$ cat src/rtl/msg_buffer_pkg.sv
// Shared constants and state encodings for the editable message buffer and its echo path.
package msg_buffer_pkg;

   localparam logic [7:0] CHAR_CR  = 8'h0D;
   localparam logic [7:0] CHAR_ESC = 8'h1B;
   localparam logic [7:0] CHAR_BS  = 8'h08;
   localparam logic [7:0] CHAR_LO  = 8'h20;
   localparam logic [7:0] CHAR_HI  = 8'h7E;

   typedef enum logic [0:0] {
      IDLE  = 1'b0,
      CLEAR = 1'b1
   } main_state_t;

   typedef enum logic [1:0] {
      E_IDLE  = 2'd0,
      E_PEND  = 2'd1,
      E_GUARD = 2'd2
   } echo_state_t;

   function automatic logic is_printable(input logic [7:0] b);
      return (b >= CHAR_LO) && (b <= CHAR_HI);
   endfunction

endpackage

$ cat src/rtl/msg_buffer_echo.sv
// Echo path: one holding register that waits for the UART transmitter to go idle,
// then issues a single transmit pulse followed by a guard cycle.
module uart_echo_tx
   import msg_buffer_pkg::*;
(
   input  logic       clk_in,
   input  logic       rst,
   input  logic       req_i,
   input  logic [7:0] byte_i,
   input  logic       tx_busy_i,
   output logic       tx_start_o,
   output logic [7:0] tx_byte_o,
   output logic       echo_drop_o
);

   echo_state_t state_q;
   logic [7:0]  held_q;
   logic [7:0]  tx_byte_q;
   logic        tx_start_q;
   logic        echo_drop_q;

   // Echo sequencing; the guard cycle gives the UART time to raise is_transmitting.
   always_ff @(posedge clk_in or posedge rst) begin
      if (rst) begin
         state_q     <= E_IDLE;
         held_q      <= 8'h00;
         tx_byte_q   <= 8'h00;
         tx_start_q  <= 1'b0;
         echo_drop_q <= 1'b0;
      end else begin
         tx_start_q  <= 1'b0;
         echo_drop_q <= 1'b0;
         case (state_q)
            E_IDLE: begin
               if (req_i) begin
                  held_q  <= byte_i;
                  state_q <= E_PEND;
               end
            end
            E_PEND: begin
               echo_drop_q <= req_i;
               if (!tx_busy_i) begin
                  tx_byte_q  <= held_q;
                  tx_start_q <= 1'b1;
                  state_q    <= E_GUARD;
               end
            end
            E_GUARD: begin
               echo_drop_q <= req_i;
               state_q     <= E_IDLE;
            end
            default: state_q <= E_IDLE;
         endcase
      end
   end

   assign tx_start_o  = tx_start_q;
   assign tx_byte_o   = tx_byte_q;
   assign echo_drop_o = echo_drop_q;

endmodule

$ cat src/rtl/msg_buffer.sv
// Editable message store between the UART receiver and the LED scanner: line-edit
// decoding, a flop-array character memory with a registered read port, and echo.
module msg_buffer
   import msg_buffer_pkg::*;
#(
   parameter int         DEPTH     = 16,
   parameter int         AW        = 4,
   parameter logic [7:0] FILL_CHAR = 8'h20
) (
   input  logic          clk_in,
   input  logic          rst,
   input  logic          rx_valid,
   input  logic [7:0]    rx_byte,
   input  logic [AW-1:0] rd_addr,
   output logic [7:0]    rd_data,
   output logic [AW:0]   length,
   output logic          busy,
   output logic          rx_drop,
   output logic          tx_start,
   output logic [7:0]    tx_byte,
   input  logic          tx_busy,
   output logic          echo_drop
);

   localparam logic [AW-1:0] LAST_IDX = AW'(DEPTH - 1);

   main_state_t   state_q;
   logic [AW-1:0] wptr_q;
   logic [AW-1:0] cnt_q;
   logic [AW:0]   length_q;
   logic          busy_q;
   logic          rx_drop_q;
   logic [7:0]    rd_data_q;
   logic [7:0]    mem_q [DEPTH];

   logic          is_print_s;
   logic [AW:0]   wptr_inc_s;
   logic          mem_we_d;
   logic [AW-1:0] mem_waddr_d;
   logic [7:0]    mem_wdata_d;
   logic          echo_req_d;

   assign is_print_s = is_printable(rx_byte);
   assign wptr_inc_s = {1'b0, wptr_q} + (AW + 1)'(1);

   // Write-port and echo-request decode for the current cycle.
   always_comb begin
      mem_we_d    = 1'b0;
      mem_waddr_d = '0;
      mem_wdata_d = FILL_CHAR;
      echo_req_d  = 1'b0;
      if (state_q == CLEAR) begin
         mem_we_d    = 1'b1;
         mem_waddr_d = cnt_q;
      end else if (rx_valid) begin
         if (is_print_s) begin
            mem_we_d    = 1'b1;
            mem_waddr_d = wptr_q;
            mem_wdata_d = rx_byte;
            echo_req_d  = 1'b1;
         end else if (rx_byte == CHAR_CR) begin
            echo_req_d = 1'b1;
         end else if ((rx_byte == CHAR_BS) && (wptr_q != '0)) begin
            mem_we_d    = 1'b1;
            mem_waddr_d = wptr_q - AW'(1);
            echo_req_d  = 1'b1;
         end else begin
            echo_req_d = 1'b0;
         end
      end else begin
         mem_we_d = 1'b0;
      end
   end

   // Main edit FSM: cursor, length and the CLEAR sweep counter.
   always_ff @(posedge clk_in or posedge rst) begin
      if (rst) begin
         state_q   <= IDLE;
         wptr_q    <= '0;
         cnt_q     <= '0;
         length_q  <= '0;
         busy_q    <= 1'b0;
         rx_drop_q <= 1'b0;
      end else begin
         rx_drop_q <= 1'b0;
         case (state_q)
            IDLE: begin
               if (rx_valid) begin
                  if (is_print_s) begin
                     wptr_q <= wptr_q + AW'(1);
                     if (wptr_inc_s > length_q) length_q <= wptr_inc_s;
                  end else if (rx_byte == CHAR_CR) begin
                     wptr_q <= '0;
                  end else if ((rx_byte == CHAR_BS) && (wptr_q != '0)) begin
                     wptr_q <= wptr_q - AW'(1);
                     if (length_q == {1'b0, wptr_q}) length_q <= length_q - (AW + 1)'(1);
                  end else if (rx_byte == CHAR_ESC) begin
                     state_q <= CLEAR;
                     cnt_q   <= '0;
                     busy_q  <= 1'b1;
                  end
               end
            end
            CLEAR: begin
               rx_drop_q <= rx_valid;
               if (cnt_q == LAST_IDX) begin
                  state_q  <= IDLE;
                  wptr_q   <= '0;
                  length_q <= '0;
                  busy_q   <= 1'b0;
               end else begin
                  cnt_q <= cnt_q + AW'(1);
               end
            end
            default: begin
               state_q <= IDLE;
               busy_q  <= 1'b0;
            end
         endcase
      end
   end

   // Character array and registered read; the read samples the pre-write contents.
   always_ff @(posedge clk_in or posedge rst) begin
      if (rst) begin
         for (int i = 0; i < DEPTH; i++) mem_q[i] <= FILL_CHAR;
         rd_data_q <= FILL_CHAR;
      end else begin
         if (mem_we_d) mem_q[mem_waddr_d] <= mem_wdata_d;
         rd_data_q <= mem_q[rd_addr];
      end
   end

   uart_echo_tx u_echo (
      .clk_in      (clk_in),
      .rst         (rst),
      .req_i       (echo_req_d),
      .byte_i      (rx_byte),
      .tx_busy_i   (tx_busy),
      .tx_start_o  (tx_start),
      .tx_byte_o   (tx_byte),
      .echo_drop_o (echo_drop)
   );

   assign rd_data = rd_data_q;
   assign length  = length_q;
   assign busy    = busy_q;
   assign rx_drop = rx_drop_q;

endmodule

$ cat config.mk
export PLATFORM = sky130hd
export DESIGN_NAME = msg_buffer
export DESIGN_NICKNAME = d
export VERILOG_FILES = /design/src/rtl/msg_buffer_pkg.sv /design/src/rtl/msg_buffer_echo.sv /design/src/rtl/msg_buffer.sv
export SDC_FILE = /design/constraint.sdc
export NUM_CORES = 1
export LEC_CHECK = 0
export BUFFER_PORTS_ARGS = -buffer_cell sky130_fd_sc_hd__buf_2
export CAP_MARGIN = 30
export CORE_ASPECT_RATIO = 1.5
export CORE_UTILIZATION = 30
export CTS_BUF_LIST = sky130_fd_sc_hd__clkbuf_16
export DETAILED_ROUTE_END_ITERATION = 10
export HOLD_SLACK_MARGIN = 0.1
export SLEW_MARGIN = 40
export SYNTH_ARGS = -nofsm -noshare
export SYNTH_HDL_FRONTEND = slang
export SYNTH_SLANG_ARGS = --single-unit
$ cat constraint.sdc
create_clock -name clk_in -period 6.1 [get_ports clk_in]
set_input_delay 0.61 -clock clk_in [delete_from_list [all_inputs] [get_ports clk_in]]
set_output_delay 0.61 -clock clk_in [all_outputs]
set_load 0.1 [all_outputs]
==> results of run 1 <==
cell usage in the layout, fill, tap and decap left out, types with 5 or more instances in the layout:
master and instances:
sky130_fd_sc_hd__a21oi_1 11, sky130_fd_sc_hd__ha_1 13, sky130_fd_sc_hd__clkinv_8 5, sky130_fd_sc_hd__mux4_2 40, sky130_fd_sc_hd__inv_1 12, sky130_fd_sc_hd__dfrtp_1 155
sky130_fd_sc_hd__nor2_1 11, sky130_fd_sc_hd__o21ai_0 8, sky130_fd_sc_hd__buf_2 39, sky130_fd_sc_hd__mux2_2 113, sky130_fd_sc_hd__a31oi_1 6, sky130_fd_sc_hd__dfstp_2 17
sky130_fd_sc_hd__clkbuf_16 17, sky130_fd_sc_hd__and2_1 24, sky130_fd_sc_hd__xor2_1 6, sky130_fd_sc_hd__nand3_1 12, sky130_fd_sc_hd__nor2b_1 7, sky130_fd_sc_hd__nand2_1 22
sky130_fd_sc_hd__mux2_4 14
per-stage QoR:
stage	hold slack, ns	util, %	cells	power [W]	worst slack, ns
after detailed placement	0.469	32.7	926	0.00244	2.48
after floorplan	0.448	-	578	0.00224	0.858
final	0.186	35.1	959	0.00353	2.44
after global routing	0.212	35.1	958	0.00370	2.28
after global placement	0.462	32.7	926	0.00243	2.52
after CTS	0.191	35.1	958	0.00357	2.46
metal layers:
| metal | part of all wire [%] | vias to the layer above |
|---|---|---|
| met1 | 41 | 2520 |
| met2 | 55 | 72 |
| li1 | - | 2192 |
| met5 | 0.067 | - |
| met4 | 1.6 | 2 |
| met3 | 2.4 | 20 |
flip-flops by register name, summed over array words and instances (netlist names), 2 cells and up:
| name | cells |
|---|---|
| u_echo.state_q | 2 |
| u_echo.tx_byte_o | 8 |
| cnt_q | 4 |
| mem_q | 128 |
| u_echo.held_q | 8 |
| wptr_q | 4 |
| rd_data | 8 |
| length | 5 |
Yosys cell counts, types with 6 or more instances:
master	count
sky130_fd_sc_hd__xor2_1	6
sky130_fd_sc_hd__inv_1	13
sky130_fd_sc_hd__dfrtp_1	155
sky130_fd_sc_hd__and2_1	18
sky130_fd_sc_hd__a21oi_1	12
sky130_fd_sc_hd__nand2_1	22
sky130_fd_sc_hd__clkbuf_1	17
sky130_fd_sc_hd__mux2_4	14
sky130_fd_sc_hd__mux2_2	113
sky130_fd_sc_hd__nand3_1	12
sky130_fd_sc_hd__ha_1	13
sky130_fd_sc_hd__nor2b_1	9
sky130_fd_sc_hd__o21ai_0	8
sky130_fd_sc_hd__dfstp_2	17
sky130_fd_sc_hd__buf_2	7
sky130_fd_sc_hd__a31oi_1	7
sky130_fd_sc_hd__mux4_2	40
sky130_fd_sc_hd__buf_1	6
sky130_fd_sc_hd__and2_0	6
sky130_fd_sc_hd__nor2_1	11
final timing paths:
kind                       cells after the start                  start                endpoint  slack [ns]
min in group clk_in                            2               rx_valid       rx_drop$_DFF_PP0_        0.44
max in group asynchronous                      3                    rst   mem_q[50]$_DFFE_PP0P_        4.86
max                                            9  wptr_q[0]$_DFFE_PP0P_   mem_q[57]$_DFFE_PP0P_        2.44
min reg2reg                                    2       busy$_DFFE_PP0P_        busy$_DFFE_PP0P_        0.48
max reg2reg                                    9  wptr_q[0]$_DFFE_PP0P_   mem_q[57]$_DFFE_PP0P_        2.44
min                                            2                    rst  mem_q[110]$_DFFE_PP0P_        0.19
final cells by class:
cell class / count / area (sq um)
timing repair buffer: 43 / 229
multi-input combinational: 361 / 3730
inverter: 13 / 53.8
fill: 2542 / 17400
sequential: 172 / 4330
clock buffer: 17 / 425
antenna: 1 / 2.50
clock inverter: 15 / 200
tap: 337 / 422
report_power, final:
group | leakage (nW) | internal [W] | switching [W] | total [W]
Sequential | 2.26 | 0.00133 | 0.000120 | 0.00144
Clock | 0.304 | 0.000595 | 0.000523 | 0.00112
Combinational | 1.77 | 0.000326 | 0.000640 | 0.000966
logic make-up (layout without fill, tap and decap cells):
logic type,after synthesis,count (layout)
compound gates,54,54
xor+xnor,8,8
fa+ha+maj,13,13
buf+inv,45,88
flops,172,172
mux,170,170
other cells,0,1
simple gates,116,116
==> impl_metrics.json, run 1 <==
{
  "status": "finished, final reports clean",
  "synth_edf_count": 0,
  "die_y_microns": 205,
  "drive_gt1_share_pct": 45.1,
  "timing.final.max_slew_violations": 0,
  "start_util_pct": 30.7,
  "yosys.area.top_type": "sky130_fd_sc_hd__dfrtp_1",
  "grt_first_pass_wirelength_mm": 28.8,
  "worstPathRequired_ns": 6.41,
  "path_cells": "inv_1 > ha_1 > inv_1 > o311ai_1 > o22ai_1 > a32oi_2 > o21a_1 > nand2_1 > mux2_2",
  "skew_ns": 0.0139,
  "netlist.area_leader.share_pct": 47.1,
  "report.final.setup_viol": 0,
  "final_report_hold_violation_count": 0,
  "average_wire_length_per_cell_after_detail_routing_microns": 18.7,
  "synth-warning-count": 0,
  "postRouteWirelength_mm": 17.9,
  "crit_path_max_fanout": 10,
  "clk_pin_slew_worst_paths_ns": 0.08,
  "cts.repair.resized": 0,
  "timing.critical_path.buf_inv": 2,
  "firstDrtPassIters": 4,
  "holdBufCountCts": 0,
  "design.portCount": 41,
  "critPathLaunchType": "register",
  "final_cell_area_sq_um": 9390,
  "die_outline_area_sq_um": 28100,
  "post-route-drc-count": 0,
  "cts.sink_count": 172,
  "syn-mean-instance-area_sq_um": 14.2,
  "dpl_cell_area_sq_um": 8760,
  "netlist_instances": 578,
  "kind_of_end_point_of_the_critical_path": "register",
  "grt.overflow.total": 0,
  "path_class": "reg2reg",
  "fraction_of_registers_with_async_set_reset_pct": 100,
  "synth-main-ff-cell": "sky130_fd_sc_hd__dfrtp_1",
  "postSynthRegisterBits": 172,
  "share_of_synthesized_area_spent_on_multiplexers_pct": 29.3,
  "cp.arrival_ns": 3.97,
  "clock_tree_from_tritoncts": "yes",
  "combinational_family_with_the_most_area_after_synthesis": "multiplexers",
  "cellPowerDensity_nw_per_um2": 376,
  "slew_headroom_pct": 50.1,
  "finalWorstPathRequiredPeriod_ns": 3.66,
  "hold_path_class": "in2async",
  "vdd.ir_drop.worst_uv": 282,
  "via_count": 4806,
  "drtIter0Drc": 221,
  "timing.setup.tns_ns": 0,
  "design.final.nets": 637,
  "cp_top_family": "compound AO/OA/AOI/OAI gates",
  "placement.io_buffers": 40,
  "ctsRootBufferMaster": "sky130_fd_sc_hd__clkbuf_16",
  "place.gp.congestion": 0.847,
  "use_met3_pct": 1.78,
  "synth_simple_gate_area_share_pct": 8.45,
  "rsz_0062_raised_after_global_routing": "false",
  "global_route.peak_usage_layer": "met2",
  "path_common_cell": "sky130_fd_sc_hd__inv_1",
  "cap_violations": 0,
  "synth.lib_cells_used.distinct": 61,
  "grt_pass1_vias": 5047,
  "power_leakage_nw": 4.34,
  "post-cts-setup-buffer-count": 0,
  "synthesis.nets": 607,
  "post-dp-hpwl_mm": 12.5,
  "rows": 73,
  "cts.htree.levels": 4,
  "synth.cell_area_sq_um": 8230,
  "syn_to_final_growth_pct": 14.1,
  "fin_crit_sh_pct": 59.9,
  "sequential_to_total_area_share_from_yosys_stat_pct": 52.6,
  "track_usage_pct": 13.7,
  "critical-path-max-stage-delay_ns": 0.64,
  "worstSkewPairLatency_ns": 0.43,
  "maximum_number_of_pins_on_one_net_before_global_route_repair": 76,
  "actual_transition_at_the_worst_max_transition_pin_ns": 0.738,
  "vias_per_cell": 5.01,
  "max_clock_freq_mhz": 274,
  "post_synth_fa_ha_maj_area_fraction_pct": 1.98,
  "grt_use_met2_pct": 24.7,
  "cts_made_buffers": 17,
  "antenna_found_initial": 1,
  "cts_max_path_buffers": 2,
  "synth-compound-area-share_pct": 4.56,
  "worst_path_max_delay_cell": "sky130_fd_sc_hd__o311ai_1",
  "core_area_sq_um": 26800,
  "synth_xor_xnor_area_share_pct": 0.851,
  "grt_use_met1_pct": 16.3,
  "antenna_left": 0,
  "yosys-top-cells-area": "sky130_fd_sc_hd__dfrtp_1, sky130_fd_sc_hd__mux2_2, sky130_fd_sc_hd__mux4_2",
  "floorplan.die.width_microns": 137
}
Note: power is estimated with default switching activity, not from simulation.
==> run 2: changes to the inputs <==
Clock period 6.1 ns to 3.2 ns, I/O delays scaled along.
==> run 2 against run 1 <==
Utilization increased by 0.69 points. Register-to-register slack got worse by 2.2 ns. Highest routed layer unchanged. Combinational power increased by 96%.
==> impl_metrics.json, run 2 (synthesis results as in run 1) <==
{
  "status": "finished, final reports clean",
  "drtIter0Drc": 189,
  "grt.overflow.total": 0,
  "wirelength_met1_mm": 7.72,
  "die_outline_area_sq_um": 28100,
  "maximum_number_of_pins_on_one_net_before_global_route_repair": 66,
  "track_usage_pct": 14.1,
  "timing.setup.tns_ns": 0,
  "path_class": "reg2reg",
  "cap_violations": 0,
  "crit_path_max_fanout": 10,
  "dpl_cell_area_sq_um": 8980,
  "fin_crit_sh_pct": 91.8,
  "largest_reg_flops": 128,
  "most-common-layout-cells": "sky130_fd_sc_hd__dfrtp_1, sky130_fd_sc_hd__mux2_2, sky130_fd_sc_hd__mux4_2, sky130_fd_sc_hd__buf_2, sky130_fd_sc_hd__buf_4",
  "layout_commonest_cell": "sky130_fd_sc_hd__dfrtp_1",
  "max_clock_freq_mhz": 340,
  "firstDrtPassIters": 6,
  "insertedDiodeCount": 0,
  "post-cts-setup-buffer-count": 0,
  "core_area_sq_um": 26800,
  "cts.sink_count": 172,
  "design.portCount": 41,
  "grt_pass1_vias": 5269,
  "rows": 73,
  "cts.htree.levels": 4,
  "post-dp-hpwl_mm": 12.6,
  "clock_tree_from_tritoncts": "yes",
  "power_leakage_nw": 4.45,
  "ctsRootBufferMaster": "sky130_fd_sc_hd__clkbuf_16",
  "syn_to_final_growth_pct": 16.4,
  "vias_per_cell": 5.02,
  "place.gp.congestion": 0.829,
  "final_report_hold_violation_count": 0,
  "dp_worst_setup_slack_ns": 0.169,
  "detailroute.wirelength.met3_microns": 407,
  "design.final.nets": 664,
  "finalWorstPathRequiredPeriod_ns": 2.94,
  "start_util_pct": 30.7,
  "cts_max_path_buffers": 2,
  "cellPowerDensity_nw_per_um2": 689,
  "skew_ns": 0.00797,
  "grt_first_pass_wirelength_mm": 29.4,
  "kind_of_end_point_of_the_critical_path": "register",
  "most_flops_register": "mem_q",
  "via_count": 4940,
  "placement.io_buffers": 40,
  "drive_gt1_share_pct": 46.5,
  "critPathLaunchType": "register",
  "fillCellCount": 2568,
  "actual_transition_at_the_worst_max_transition_pin_ns": 0.628,
  "hold_path_class": "in2reg",
  "die_y_microns": 205,
  "antenna_found_initial": 2,
  "post-route-drc-count": 0,
  "clk_pin_slew_worst_paths_ns": 0.07,
  "postRouteWirelength_mm": 18.2,
  "average_wire_length_per_cell_after_detail_routing_microns": 18.5,
  "seqCellArea_sq_um": 4330,
  "antenna_left": 0,
  "final.setup.worst_slack_ns": 0.262,
  "report.final.setup_viol": 0,
  "floorplan.die.width_microns": 137,
  "top_layer": "met5",
  "worstPathRequired_ns": 3.52,
  "final_cell_area_sq_um": 9580,
  "slew_headroom_pct": 58.0,
  "vdd.ir_drop.worst_uv": 696,
  "footprint_of_the_multi_input_gates_sq_um": 3730,
  "cp.arrival_ns": 3.25,
  "worstSkewPairLatency_ns": 0.43,
  "rsz_0062_raised_after_global_routing": "false",
  "cts_made_buffers": 17,
  "timing.final.max_slew_violations": 0,
  "wl_met2_mm": 9.62
}
run 2: final cells by class:
type	count	area share [%]
flip-flops and latches	172	45.2
multi-input cells	361	38.9
repair buffers	70	5.12
clock buffers	17	4.44
well taps	337	4.40
clock inverters	15	1.40
inverters	13	0.549
run 2: worst paths after layout:
check	startpoint	to	slack [ns]	cells after the start
max in group asynchronous	rst	mem_q[61]$_DFFE_PP1P_	1.93	5
worst max register to register	wptr_q[1]$_DFFE_PP0P_	mem_q[48]$_DFFE_PP0P_	0.26	10
worst min-delay path	rx_valid	rx_drop$_DFF_PP0_	0.15	2
worst min register to register	busy$_DFFE_PP0P_	busy$_DFFE_PP0P_	0.47	2
worst max-delay path	wptr_q[1]$_DFFE_PP0P_	mem_q[48]$_DFFE_PP0P_	0.26	10
min in group asynchronous	rst	mem_q[110]$_DFFE_PP0P_	0.38	3
run 2: critical path, stage by stage (launching register included):
cell,delay (ns)
sky130_fd_sc_hd__dfrtp_1,0.43
sky130_fd_sc_hd__inv_1,0.11
sky130_fd_sc_hd__ha_1,0.26
sky130_fd_sc_hd__inv_1,0.11
sky130_fd_sc_hd__o311ai_1,0.38
sky130_fd_sc_hd__o22ai_1,0.15
sky130_fd_sc_hd__a32oi_2,0.22
sky130_fd_sc_hd__buf_4,0.20
sky130_fd_sc_hd__o21a_1,0.20
sky130_fd_sc_hd__nand2_1,0.35
sky130_fd_sc_hd__mux2_2,0.40
run 2: per-stage QoR:
step           util (%)  power, W  hold slack (ns)  cells
3_5_place_dp       33.6   0.00469            0.464    951
3_3_place_gp       33.6   0.00466            0.452    951
5_1_grt            35.8   0.00694            0.155    985
4_1_cts            35.7   0.00668            0.131    984
6_report           35.8   0.00660            0.147    985
2_1_floorplan         -   0.00428            0.448    578
run 2: what timing repair did:
action	CTS	global route
endpoints found under the setup margin	0	8
gates resized for setup	0	1
hold buffers	1	0
endpoints found under the hold margin	29	0
run 2: metal layers:
metal / up-vias / global-route usage (%)
met5: - / 0
met4: 4 / 5.97
met3: 29 / 2.62
met2: 68 / 24.9
met1: 2584 / 16.4
li1: 2255 / -
run 2: power breakdown:
part           internal [W]  switching [W]  total (W)
Sequential          0.00253       0.000220    0.00275
Combinational      0.000657        0.00123    0.00189
Clock               0.00102       0.000932    0.00196
